File: src/rtl/mvu_ic_pkg.sv
// Shared definitions for the MVU interconnect: select/occupancy width helpers,
// default sizes and the data-bank word type.
package mvu_ic_pkg;

  localparam int unsigned NMVU_DEF       = 8;
  localparam int unsigned DBANK_W        = 64;
  localparam int unsigned FIFO_DEPTH_DEF = 4;
  localparam int unsigned DROP_W         = 16;

  typedef logic [DBANK_W-1:0] word_t;

  function automatic int unsigned sel_width(input int unsigned nmvu);
    return $clog2(nmvu);
  endfunction

  function automatic int unsigned occ_width(input int unsigned depth);
    return $clog2(depth) + 1;
  endfunction

  localparam int unsigned BMVUA_DEF = sel_width(NMVU_DEF);

endpackage

File: src/rtl/ic_fifo.sv
// Per-destination first-word-fall-through FIFO; pointers carry one extra wrap
// bit so full/empty come straight from pointer comparison.
module ic_fifo
  import mvu_ic_pkg::*;
#(
  parameter int unsigned DEPTH = 4,
  parameter int unsigned WIDTH = 64,
  localparam int unsigned BOCC = occ_width(DEPTH),
  localparam int unsigned AW   = $clog2(DEPTH)
) (
  input  logic             clk,
  input  logic             rst,
  input  logic             clr,
  input  logic             push,
  input  logic [WIDTH-1:0] din,
  input  logic             pop,
  output logic [WIDTH-1:0] dout,
  output logic             empty,
  output logic             full,
  output logic [BOCC-1:0]  count
);

  logic [WIDTH-1:0] mem_q [DEPTH];
  logic [WIDTH-1:0] mem_d [DEPTH];
  logic [BOCC-1:0]  wptr_q, wptr_d;
  logic [BOCC-1:0]  rptr_q, rptr_d;

  assign empty = (wptr_q == rptr_q);
  assign full  = (wptr_q[BOCC-1] != rptr_q[BOCC-1]) &&
                 (wptr_q[BOCC-2:0] == rptr_q[BOCC-2:0]);
  assign count = wptr_q - rptr_q;
  // Gate the head with empty so stale or never-written storage is never visible.
  assign dout  = empty ? '0 : mem_q[rptr_q[AW-1:0]];

  always_comb begin
    mem_d  = mem_q;
    wptr_d = wptr_q;
    rptr_d = rptr_q;
    if (clr) begin
      wptr_d = '0;
      rptr_d = '0;
    end else begin
      if (push && !full) begin
        mem_d[wptr_q[AW-1:0]] = din;
        wptr_d = wptr_q + BOCC'(1);
      end
      if (pop && !empty) begin
        rptr_d = rptr_q + BOCC'(1);
      end
    end
  end

  always_ff @(posedge clk) begin
    if (rst) begin
      wptr_q <= '0;
      rptr_q <= '0;
    end else begin
      wptr_q <= wptr_d;
      rptr_q <= rptr_d;
    end
    mem_q <= mem_d;
  end

endmodule

File: src/rtl/ic_xbar_fifo.sv
// Multicast MVU crossbar with one buffered FIFO per destination and a latched
// route register. Optional per-source drop counters: IC_XBAR_DROPCNT_EN.
module ic_xbar_fifo
  import mvu_ic_pkg::*;
#(
  parameter int unsigned NMVU       = NMVU_DEF,
  parameter int unsigned BDBANKW    = DBANK_W,
  parameter int unsigned FIFO_DEPTH = FIFO_DEPTH_DEF,
  localparam int unsigned BMVUA     = sel_width(NMVU),
  localparam int unsigned BOCC      = occ_width(FIFO_DEPTH)
) (
  input  logic                      clk,
  input  logic                      rst,
  input  logic                      ic_clr,
  input  logic                      cfg_load,
  input  logic [NMVU*BMVUA-1:0]     recv_from,
  input  logic [NMVU-1:0]           send_en,
  input  logic [NMVU*BDBANKW-1:0]   send_word,
  output logic [NMVU-1:0]           send_rdy,
  output logic [NMVU-1:0]           recv_en,
  output logic [NMVU*BDBANKW-1:0]   recv_word,
  input  logic [NMVU-1:0]           recv_rdy,
  output logic [NMVU*BOCC-1:0]      occupancy
`ifdef IC_XBAR_DROPCNT_EN
  ,
  output logic [NMVU*DROP_W-1:0]    drop_cnt
`endif
);

  logic [BMVUA-1:0]   route_q [NMVU];
  logic [BMVUA-1:0]   route_d [NMVU];
  logic [BDBANKW-1:0] src_word [NMVU];
  logic [BDBANKW-1:0] din [NMVU];
  logic [NMVU-1:0]    push;
  logic [NMVU-1:0]    accept;
  logic [NMVU-1:0]    fifo_full;
  logic [NMVU-1:0]    fifo_empty;

  always_comb begin
    route_d = route_q;
    if (cfg_load) begin
      for (int unsigned d = 0; d < NMVU; d++) begin
        route_d[d] = recv_from[d*BMVUA +: BMVUA];
      end
    end
  end

  always_ff @(posedge clk) begin
    if (rst) begin
      for (int unsigned d = 0; d < NMVU; d++) begin
        route_q[d] <= BMVUA'(d);
      end
    end else begin
      route_q <= route_d;
    end
  end

  // A source is ready only if every subscriber has room; a pop in the same
  // cycle is deliberately ignored so ready never depends on recv_rdy.
  always_comb begin
    send_rdy = '1;
    for (int unsigned d = 0; d < NMVU; d++) begin
      if (fifo_full[d]) begin
        send_rdy[route_q[d]] = 1'b0;
      end
    end
    accept = send_en & send_rdy;
    for (int unsigned d = 0; d < NMVU; d++) begin
      push[d] = accept[route_q[d]];
      din[d]  = src_word[route_q[d]];
    end
  end

  assign recv_en = ~fifo_empty;

  for (genvar g = 0; g < NMVU; g++) begin : g_dest
    assign src_word[g] = send_word[g*BDBANKW +: BDBANKW];

    ic_fifo #(
      .DEPTH (FIFO_DEPTH),
      .WIDTH (BDBANKW)
    ) u_fifo (
      .clk   (clk),
      .rst   (rst),
      .clr   (ic_clr),
      .push  (push[g]),
      .din   (din[g]),
      .pop   (recv_rdy[g]),
      .dout  (recv_word[g*BDBANKW +: BDBANKW]),
      .empty (fifo_empty[g]),
      .full  (fifo_full[g]),
      .count (occupancy[g*BOCC +: BOCC])
    );
  end

`ifdef IC_XBAR_DROPCNT_EN
  logic [NMVU-1:0]   has_sub;
  logic [DROP_W-1:0] drop_q [NMVU];
  logic [DROP_W-1:0] drop_d [NMVU];

  always_comb begin
    has_sub = '0;
    for (int unsigned d = 0; d < NMVU; d++) begin
      has_sub[route_q[d]] = 1'b1;
    end
    drop_d = drop_q;
    if (ic_clr) begin
      for (int unsigned s = 0; s < NMVU; s++) begin
        drop_d[s] = '0;
      end
    end else begin
      for (int unsigned s = 0; s < NMVU; s++) begin
        if (accept[s] && !has_sub[s] && (drop_q[s] != '1)) begin
          drop_d[s] = drop_q[s] + DROP_W'(1);
        end
      end
    end
  end

  always_ff @(posedge clk) begin
    if (rst) begin
      for (int unsigned s = 0; s < NMVU; s++) begin
        drop_q[s] <= '0;
      end
    end else begin
      drop_q <= drop_d;
    end
  end

  for (genvar g = 0; g < NMVU; g++) begin : g_drop
    assign drop_cnt[g*DROP_W +: DROP_W] = drop_q[g];
  end
`endif

endmodule

File: config.mk
export PLATFORM = sky130hd
export DESIGN_NAME = ic_xbar_fifo
export DESIGN_NICKNAME = d
export VERILOG_FILES = /design/src/rtl/mvu_ic_pkg.sv /design/src/rtl/ic_fifo.sv /design/src/rtl/ic_xbar_fifo.sv
export SDC_FILE = /design/constraint.sdc
export NUM_CORES = 2
export LEC_CHECK = 0
export CORE_MARGIN = 5
export CORE_UTILIZATION = 45
export DETAILED_ROUTE_END_ITERATION = 8
export GPL_ROUTABILITY_DRIVEN = 0
export PLACE_DENSITY = 0.64
export REMOVE_ABC_BUFFERS = 1
export SLEW_MARGIN = 10
export SYNTH_ARGS = -nofsm -noshare
export SYNTH_HDL_FRONTEND = slang
export SYNTH_SLANG_ARGS = --single-unit
File: constraint.sdc
create_clock -name clk -period 20.1 [get_ports clk]
set_clock_uncertainty 0.05 [all_clocks]
set_input_delay 6.03 -clock clk [delete_from_list [all_inputs] [get_ports clk]]
set_output_delay 6.03 -clock clk [all_outputs]
set_load 0.02 [all_outputs]
== Word level (Yosys, flattened, before mapping) ==
Index checks and enable logic that the tools add are counted.
Storage, ports and cells
  register bits: 2120
  input bits: 556
  output and inout bits: 552
  word-level logic and storage cells: 379
Cells by class
  add/subtract/negate cells: 24
  magnitude comparators: 48
  equal/unequal tests: 24
  mux-type cells: 120
  bitwise gates (word level): 42
  reductions and logical operators: 65
Operators by type and width (number)
  $mux W64: 48
  $bwmux W256: 8
  $bmux W64 S3: 8
  $bmux W64 S2: 8
  $demux W64 S2: 8
  $not A8 Y8: 9
  $and A8 B8 Y8: 8
  $mux W8: 8
  $add A3 B1 Y3 const B: 16
  $ge A3 B3 Y1 const B: 16
  $not A2 Y3: 16
  $logic_and A1 B1 Y1: 40
  $ge A4 B4 Y1 const B: 8
  $lt A3 B4 Y1 const B: 8
  $not A3 Y4: 8
  $bmux W1 S3: 8
  $demux W1 S3: 8
  $eq A3 B3 Y1: 8
  $ge A3 B1 Y1 const B: 8
  $lt A3 B1 Y1 const B: 8
  $sub A3 B3 Y3: 8
  $eq A2 B2 Y1: 8
  $logic_not A1 Y1: 16
  $mux W1: 16
  4 further kinds: 18

== Logic depth before layout (Yosys ltp) ==
  word-level depth: 25
  gate-level depth with buffers: 12
  gate-level depth less buffers: 10

== Cells and area by module ==
Synthesis repeated with hierarchy kept, for this count alone.
Unflattened totals
  cell total of the unflattened synthesis: 6422
  area total of the unflattened synthesis: 113903.0 µm²
By module, submodules not included
  ic_fifo: times used 8, cells each 462, area an instance 10172.3 µm², seq. area each 7807.5 µm²
  ic_xbar_fifo: times used 1, cells each 2726, area an instance 32524.9 µm², seq. area each 480.5 µm²

== Worst setup path after synthesis ==
No wires, ideal clock.
  path type: in2reg
  from: input send_en[4]
  to: register g_dest[4].u_fifo.mem_q[100] in the netlist's numbering, enable pin
  arrival: 13635 ps
  setup slack: 5749 ps
  cell stages on the path: 5
  buffers on the path: 0
  cells stage by stage: nor3b_1 -> a31oi_1 -> a221oi_1 -> nand3_1 -> nor4b_1
On the way
  longest elaborated chain between the ends: 5
Ends and longest elaborated chain
  start: declaration: line ic_xbar_fifo.sv:17  | input logic [NMVU-1:0] send_en,
  $and A8 B8 Y8: line ic_xbar_fifo.sv:67  | accept = send_en & send_rdy;
  $bmux W1 S3: line ic_xbar_fifo.sv:69  | push[d] = accept[route_q[d]];
  $mux W1 (implied by the code): line ic_xbar_fifo.sv:69
  $logic_and A1 B1 Y1: line ic_fifo.sv:43  | if (push && !full) begin
  $reduce_and A2 Y1 (no line)
  end signal: assignment: line ic_fifo.sv:61  | mem_q <= mem_d;
  end: declaration: line ic_fifo.sv:23  | logic [WIDTH-1:0] mem_q [DEPTH];
No other way between the ends. The select of a mux whose other input is x is not followed.
A chain may end at the register's enable or synchronous reset.

== Worst setup path after layout ==
  from: register route_q[20] in the netlist's numbering
  to: output send_rdy[3]
On the way
  longest elaborated chain between the ends: 19
Ends and longest elaborated chain
  start: declaration: line ic_xbar_fifo.sv:30  | logic [BMVUA-1:0] route_q [NMVU];
  start signal: indexed assignment: line ic_xbar_fifo.sv:51  | route_q[d] <= BMVUA'(d);
  start signal: assignment: line ic_xbar_fifo.sv:54  | route_q <= route_d;
  $lt A3 B4 Y1 (implied by the code) or $ge A3 B1 Y1 (tied branches): line ic_xbar_fifo.sv:64  | send_rdy[route_q[d]] = 1'b0;
  $logic_and A1 B1 Y1 (implied by the code): line ic_xbar_fifo.sv:64
  $mux W1 (implied by the code): line ic_xbar_fifo.sv:64
  $demux W1 S3 *: line ic_xbar_fifo.sv:64
  $not A8 Y8 (no line) *
  $and A8 B8 Y8 (no line) *
  $mux W8 *: line ic_xbar_fifo.sv:63  | if (fifo_full[d]) begin
  $and A8 B8 Y8 (no line)
  [3 not listed]
  $and A8 B8 Y8 (no line)
  $mux W8 *: line ic_xbar_fifo.sv:63
  $and A8 B8 Y8 (no line)
  $mux W8 *: line ic_xbar_fifo.sv:63
  $and A8 B8 Y8 (no line)
  $mux W8 *: line ic_xbar_fifo.sv:63
  $and A8 B8 Y8 (no line)
  $mux W8 *: line ic_xbar_fifo.sv:63
  end: declaration: line ic_xbar_fifo.sv:19  | output logic [NMVU-1:0] send_rdy,
Every way passes the cells marked *; elsewhere a longest branch is shown, timed or not.

==> impl_results.html <==
<table>
<tr><th>Metric</th><th>Value</th></tr>
<tr><th colspan="2">Outcome</th></tr>
<tr><td>Outcome</td><td>finished with violations</td></tr>
<tr><td>Failing checks</td><td>antenna violations, design-rule violations</td></tr>
<tr><th colspan="2">Clock network</th></tr>
<tr><td>Total setup buffers inserted after CTS</td><td>0</td></tr>
<tr><td>Post-cts hold buffer count</td><td>0</td></tr>
<tr><td>Number of gates resized after cts</td><td>0</td></tr>
<tr><td>Clock transition time at the flip-flop clock pins of the worst setup and hold paths</td><td>0.06 ns</td></tr>
<tr><td>Number of buffers added by the clock tree synthesis step</td><td>between 200 and 250</td></tr>
<tr><td>TritonCTS clock tree</td><td>built</td></tr>
<tr><td>Total number of H-tree levels</td><td>4</td></tr>
<tr><td>Number of clock sinks seen by CTS</td><td>2120</td></tr>
<tr><td>Cell at the root of the clock tree</td><td>clkbuf_16</td></tr>
<tr><td>Clock tree buffer depth</td><td>3</td></tr>
<tr><td>Worst-Skew Late Latency</td><td>about 0.9 ns</td></tr>
<tr><th colspan="2">Worst setup path</th></tr>
<tr><td>Endpoint type of the worst setup path</td><td>output port</td></tr>
<tr><td>Worst reg2reg path startpoint</td><td>route_q[4]</td></tr>
<tr><td>Type of the worst setup path</td><td>flop to output port</td></tr>
<tr><td>Worst reg2reg endpoint</td><td>g_dest[2].u_fifo.mem_q[216]</td></tr>
<tr><td>Endpoint of the worst setup timing path</td><td>send_rdy[3]</td></tr>
<tr><td>Max stage delay on crit path</td><td>0.95 ns</td></tr>
<tr><td>Cell count of the worst reg-to-reg path</td><td>10</td></tr>
<tr><td>Required time of the critical path</td><td>14.02 ns</td></tr>
<tr><td>Worst R2R Setup Slack</td><td>13.30 ns</td></tr>
<tr><td>Top fanout value on the critical path</td><td>53</td></tr>
<tr><td>Crit path arrival time</td><td>5.62 ns</td></tr>
<tr><td>Crit start category</td><td>flop</td></tr>
<tr><td>CP Cell Sequence</td><td>buf_4, nor2_4, a221oi_1, nand2_1, nor3_1, clkdlybuf4s50_1</td></tr>
<tr><td>Library cell contributing the largest single delay on the critical path</td><td>dfxtp_4</td></tr>
<tr><td>Critical Path Source</td><td>route_q[20]</td></tr>
<tr><th colspan="2">Synthesis</th></tr>
<tr><td>Post-synthesis area per instance</td><td>15.43 um2</td></tr>
<tr><td>Synth unique cells</td><td>57</td></tr>
<tr><td>Main combinational cell family by area after synthesis</td><td>multiplexers</td></tr>
<tr><td>List of most frequent post-synthesis cells</td><td>edfxtp_1, mux4_2, nand2_1</td></tr>
<tr><td>Post-Synth XOR/XNOR Area</td><td>0.003429</td></tr>
<tr><td>Post-synthesis compound-gate area fraction</td><td>0.06351</td></tr>
<tr><td>Fraction of post-synthesis cell area in the top cell type by area</td><td>0.5454</td></tr>
<tr><td>Netlist area before placement</td><td>0.1127 mm2</td></tr>
<tr><td>Proportion of synthesized area in mux cells</td><td>0.2757</td></tr>
<tr><td>Synth Flop Type</td><td>edfxtp_1</td></tr>
<tr><td>Proportion of synthesized flip-flops having asynchronous set or reset</td><td>0</td></tr>
<tr><td>Most common cell in the netlist</td><td>edfxtp_1</td></tr>
<tr><td>Cell type with the highest aggregate area in the netlist</td><td>edfxtp_1</td></tr>
<tr><td>Main area contributors after synthesis</td><td>edfxtp_1, mux4_2, mux2i_1, and2_1, mux2_2</td></tr>
<tr><td>Warnings from Yosys</td><td>0</td></tr>
<tr><td>Gate count of the mapped netlist</td><td>between 7000 and 8000</td></tr>
<tr><td>Seq cells post-synth</td><td>2120</td></tr>
<tr><td>Area share of and/or/nand/nor cells after synthesis</td><td>0.06839</td></tr>
<tr><td>Fraction of the yosys area taken by sequential cells</td><td>0.5582</td></tr>
<tr><td>Arithmetic-cell share of the synthesized area counting full adders, half adders and majority gates</td><td>0.007635</td></tr>
<tr><td>Count of flip-flops with a built-in enable after synthesis</td><td>roughly 2000</td></tr>
<tr><th colspan="2">Timing</th></tr>
<tr><td>Portion of the clock cycle consumed by the worst path in the final layout</td><td>0.5822</td></tr>
<tr><td>Sum of negative setup slack</td><td>0 ns</td></tr>
<tr><td>Period minus WS final</td><td>11.70 ns</td></tr>
<tr><td>Final slew viol count</td><td>0</td></tr>
<tr><td>Final-report hold violation count</td><td>0</td></tr>
<tr><td>Slew of the pin with the lowest slew margin</td><td>1.414 ns</td></tr>
<tr><td>Max_slew headroom</td><td>0.04752</td></tr>
<tr><td>Unrepaired setup endpoints after global routing</td><td>no</td></tr>
<tr><td>Final-report setup violation count</td><td>0</td></tr>
<tr><td>Max Clk Rate</td><td>85.45 MHz</td></tr>
<tr><th colspan="2">Detailed routing</th></tr>
<tr><td>Antenna-violating nets left</td><td>1</td></tr>
<tr><td>1st-pass router iterations</td><td>9</td></tr>
<tr><td>Routed vias</td><td>between 80000 and 90000</td></tr>
<tr><td>Sum of routed wire length over all layers</td><td>521100 um</td></tr>
<tr><td>Starting DRT DRC Count</td><td>14030</td></tr>
<tr><td>Count of unresolved DRC violations after routing</td><td>162</td></tr>
<tr><td>Routed via count divided by cell count</td><td>7.043</td></tr>
<tr><td>Routed WL per cell</td><td>44.02 um</td></tr>
<tr><th colspan="2">Place</th></tr>
<tr><td>Detail Placement HPWL</td><td>around 370000 um</td></tr>
<tr><td>Count of placed standard cells including taps</td><td>11310</td></tr>
<tr><td>Port-buffer cells</td><td>between 1000 and 1500</td></tr>
<tr><th colspan="2">Pwr</th></tr>
<tr><td>Leakage power</td><td>around 44 nW</td></tr>
<tr><td>IR drop worst, VDD</td><td>0.00008226 V</td></tr>
<tr><td>Power Dens Cells</td><td>87.49 mW/mm2</td></tr>
<tr><th colspan="2">GRT</th></tr>
<tr><td>Global-route wire length before repair</td><td>690000 um</td></tr>
<tr><td>Number of global-route vias before repair</td><td>about 79000</td></tr>
<tr><td>Number of antenna violations at the first check in global routing</td><td>142</td></tr>
<tr><td>Total grt overflow</td><td>0</td></tr>
<tr><td>Largest net degree at the start of global routing</td><td>69</td></tr>
<tr><td>All-Layer GR Usage</td><td>0.3901</td></tr>
<tr><th colspan="2">Die</th></tr>
<tr><td>Die extent in x</td><td>about 500 um</td></tr>
<tr><td>Std cell rows</td><td>183</td></tr>
<tr><td>Chip height</td><td>510.6 um</td></tr>
<tr><td>Core region area</td><td>between 0.2 and 0.25 mm2</td></tr>
<tr><td>Die Footprint</td><td>0.2607 mm2</td></tr>
<tr><td>Starting density of the core</td><td>0.4526</td></tr>
<tr><td>Top-level I/O count</td><td>1108</td></tr>
<tr><th colspan="2">Finish</th></tr>
<tr><td>Layout Area Growth over Synthesis</td><td>20.04%</td></tr>
<tr><td>Number of nets in the finished design</td><td>slightly below 9000</td></tr>
<tr><td>Proportion of layout cells with a drive suffix above 1</td><td>0.2402</td></tr>
<tr><td>Final standard cell count with taps included and fillers excluded</td><td>11840</td></tr>
<tr><th colspan="2">Run</th></tr>
<tr><td>Max-cap violations</td><td>0</td></tr>
<tr><th colspan="2">Hold path</th></tr>
<tr><td>Type of the tightest min-delay check</td><td>flop to flop</td></tr>
</table>
[through the flow]
stage	worst slack (ns)	power, mW	utilization	cell area [um2]	hold WS [ns]
CTS	8.553	11.81	0.5421	135000	0.4550
detailed placement	9.526	7.663	0.5123	127600	0.4418
global route	8.454	12.12	0.5427	135200	0.4876
global placement	9.486	7.616	0.5123	127600	0.4407
floorplan	5.121	6.490	-	110400	0.4205
finish	8.397	11.84	0.5433	135300	0.4545
[critical path, delay by kind of cell, from the launching register on]
| family | cells | cell delay, ns |
|---|---|---|
| flip-flops | 1 | 0.95 |
| buffers and inverters | 2 | 1.61 |
| AND/OR/NAND/NOR | 3 | 1.38 |
| AO/OA/AOI/OAI | 1 | 0.64 |
[registers in the layout, summed over array words and instances, names as in the netlist]
signal / flops
g_dest.u_fifo.mem_q: 2048
g_dest.u_fifo.rptr_q: 24
route_q: 24
g_dest.u_fifo.wptr_q: 24
[layer usage]
metal  wire (um)  vias to the layer above  GRT usage
met2      224200                     7461     0.5695
met4       53210                       58     0.3049
met5         471                        -   0.002558
li1            -                    31630          -
met3       76910                     1645     0.1552
met1      166200                    42570     0.4609
[cells in the final DEF (no fill, tap or decap), types with 53 or more instances in the layout]
cell type        Yosys  layout
a21oi_1            288     288
a221oi_1           150     150
a22oi_1            156     156
and2_1             539     514
buf_4                2     187
clkbuf_16            0     218
clkdlybuf4s50_1      0    1105
clkinv_2             0      53
diode_2              0     112
edfxtp_1          2048    2048
ha_1                56      56
inv_1               67      62
mux2_2             291     291
mux2i_1            434     434
mux4_2            1042    1042
nand2_1            572     570
nor2_1             306     289
o21ai_0            160     139
o22a_1              54      54
o22ai_1             55      55
[report_power, final]
part,internal (mW),switching (mW)
Sequential,5.15,0.0895
Clock,2.42,1.76
Combinational,0.875,1.55
[final cells by class]
class	count	area, um2
Antenna cell	112	280.3
Clock buffer	266	5695
Clock inverter	145	1713
Fill cell	20190	113800
Inverter	71	277.8
Multi-Input combinational cell	4498	47640
Sequential cell	2120	63090
Tap cell	3330	4167
Timing Repair Buffer	1294	12470
[cells by family after synthesis]
| family | count (synthesis) |
|---|---|
| multiplexers | 1767 |
| XOR/XNOR | 39 |
| adder cells (fa/ha/maj) | 64 |
| flip-flops | 2120 |
| AND/OR/NAND/NOR | 1594 |
| AO/OA/AOI/OAI | 1034 |
| buffers and inverters | 687 |
[how the worst min path moves through the flow]
stage / from / endpoint / slack, ns / cells past startpoint
finish: g_dest[5].u_fifo.wptr_q[2] / g_dest[5].u_fifo.wptr_q[2] / 0.45 / 2
global route: g_dest[5].u_fifo.wptr_q[2] / g_dest[5].u_fifo.wptr_q[2] / 0.49 / 2
CTS: g_dest[5].u_fifo.wptr_q[2] / g_dest[5].u_fifo.wptr_q[2] / 0.45 / 2
detailed placement: g_dest[4].u_fifo.wptr_q[2] / g_dest[4].u_fifo.wptr_q[2] / 0.44 / 2
global placement: g_dest[4].u_fifo.wptr_q[2] / g_dest[4].u_fifo.wptr_q[2] / 0.44 / 2
floorplan: g_dest[4].u_fifo.wptr_q[2] / g_dest[4].u_fifo.wptr_q[2] / 0.42 / 2
Power figures use the tool's default switching activity.
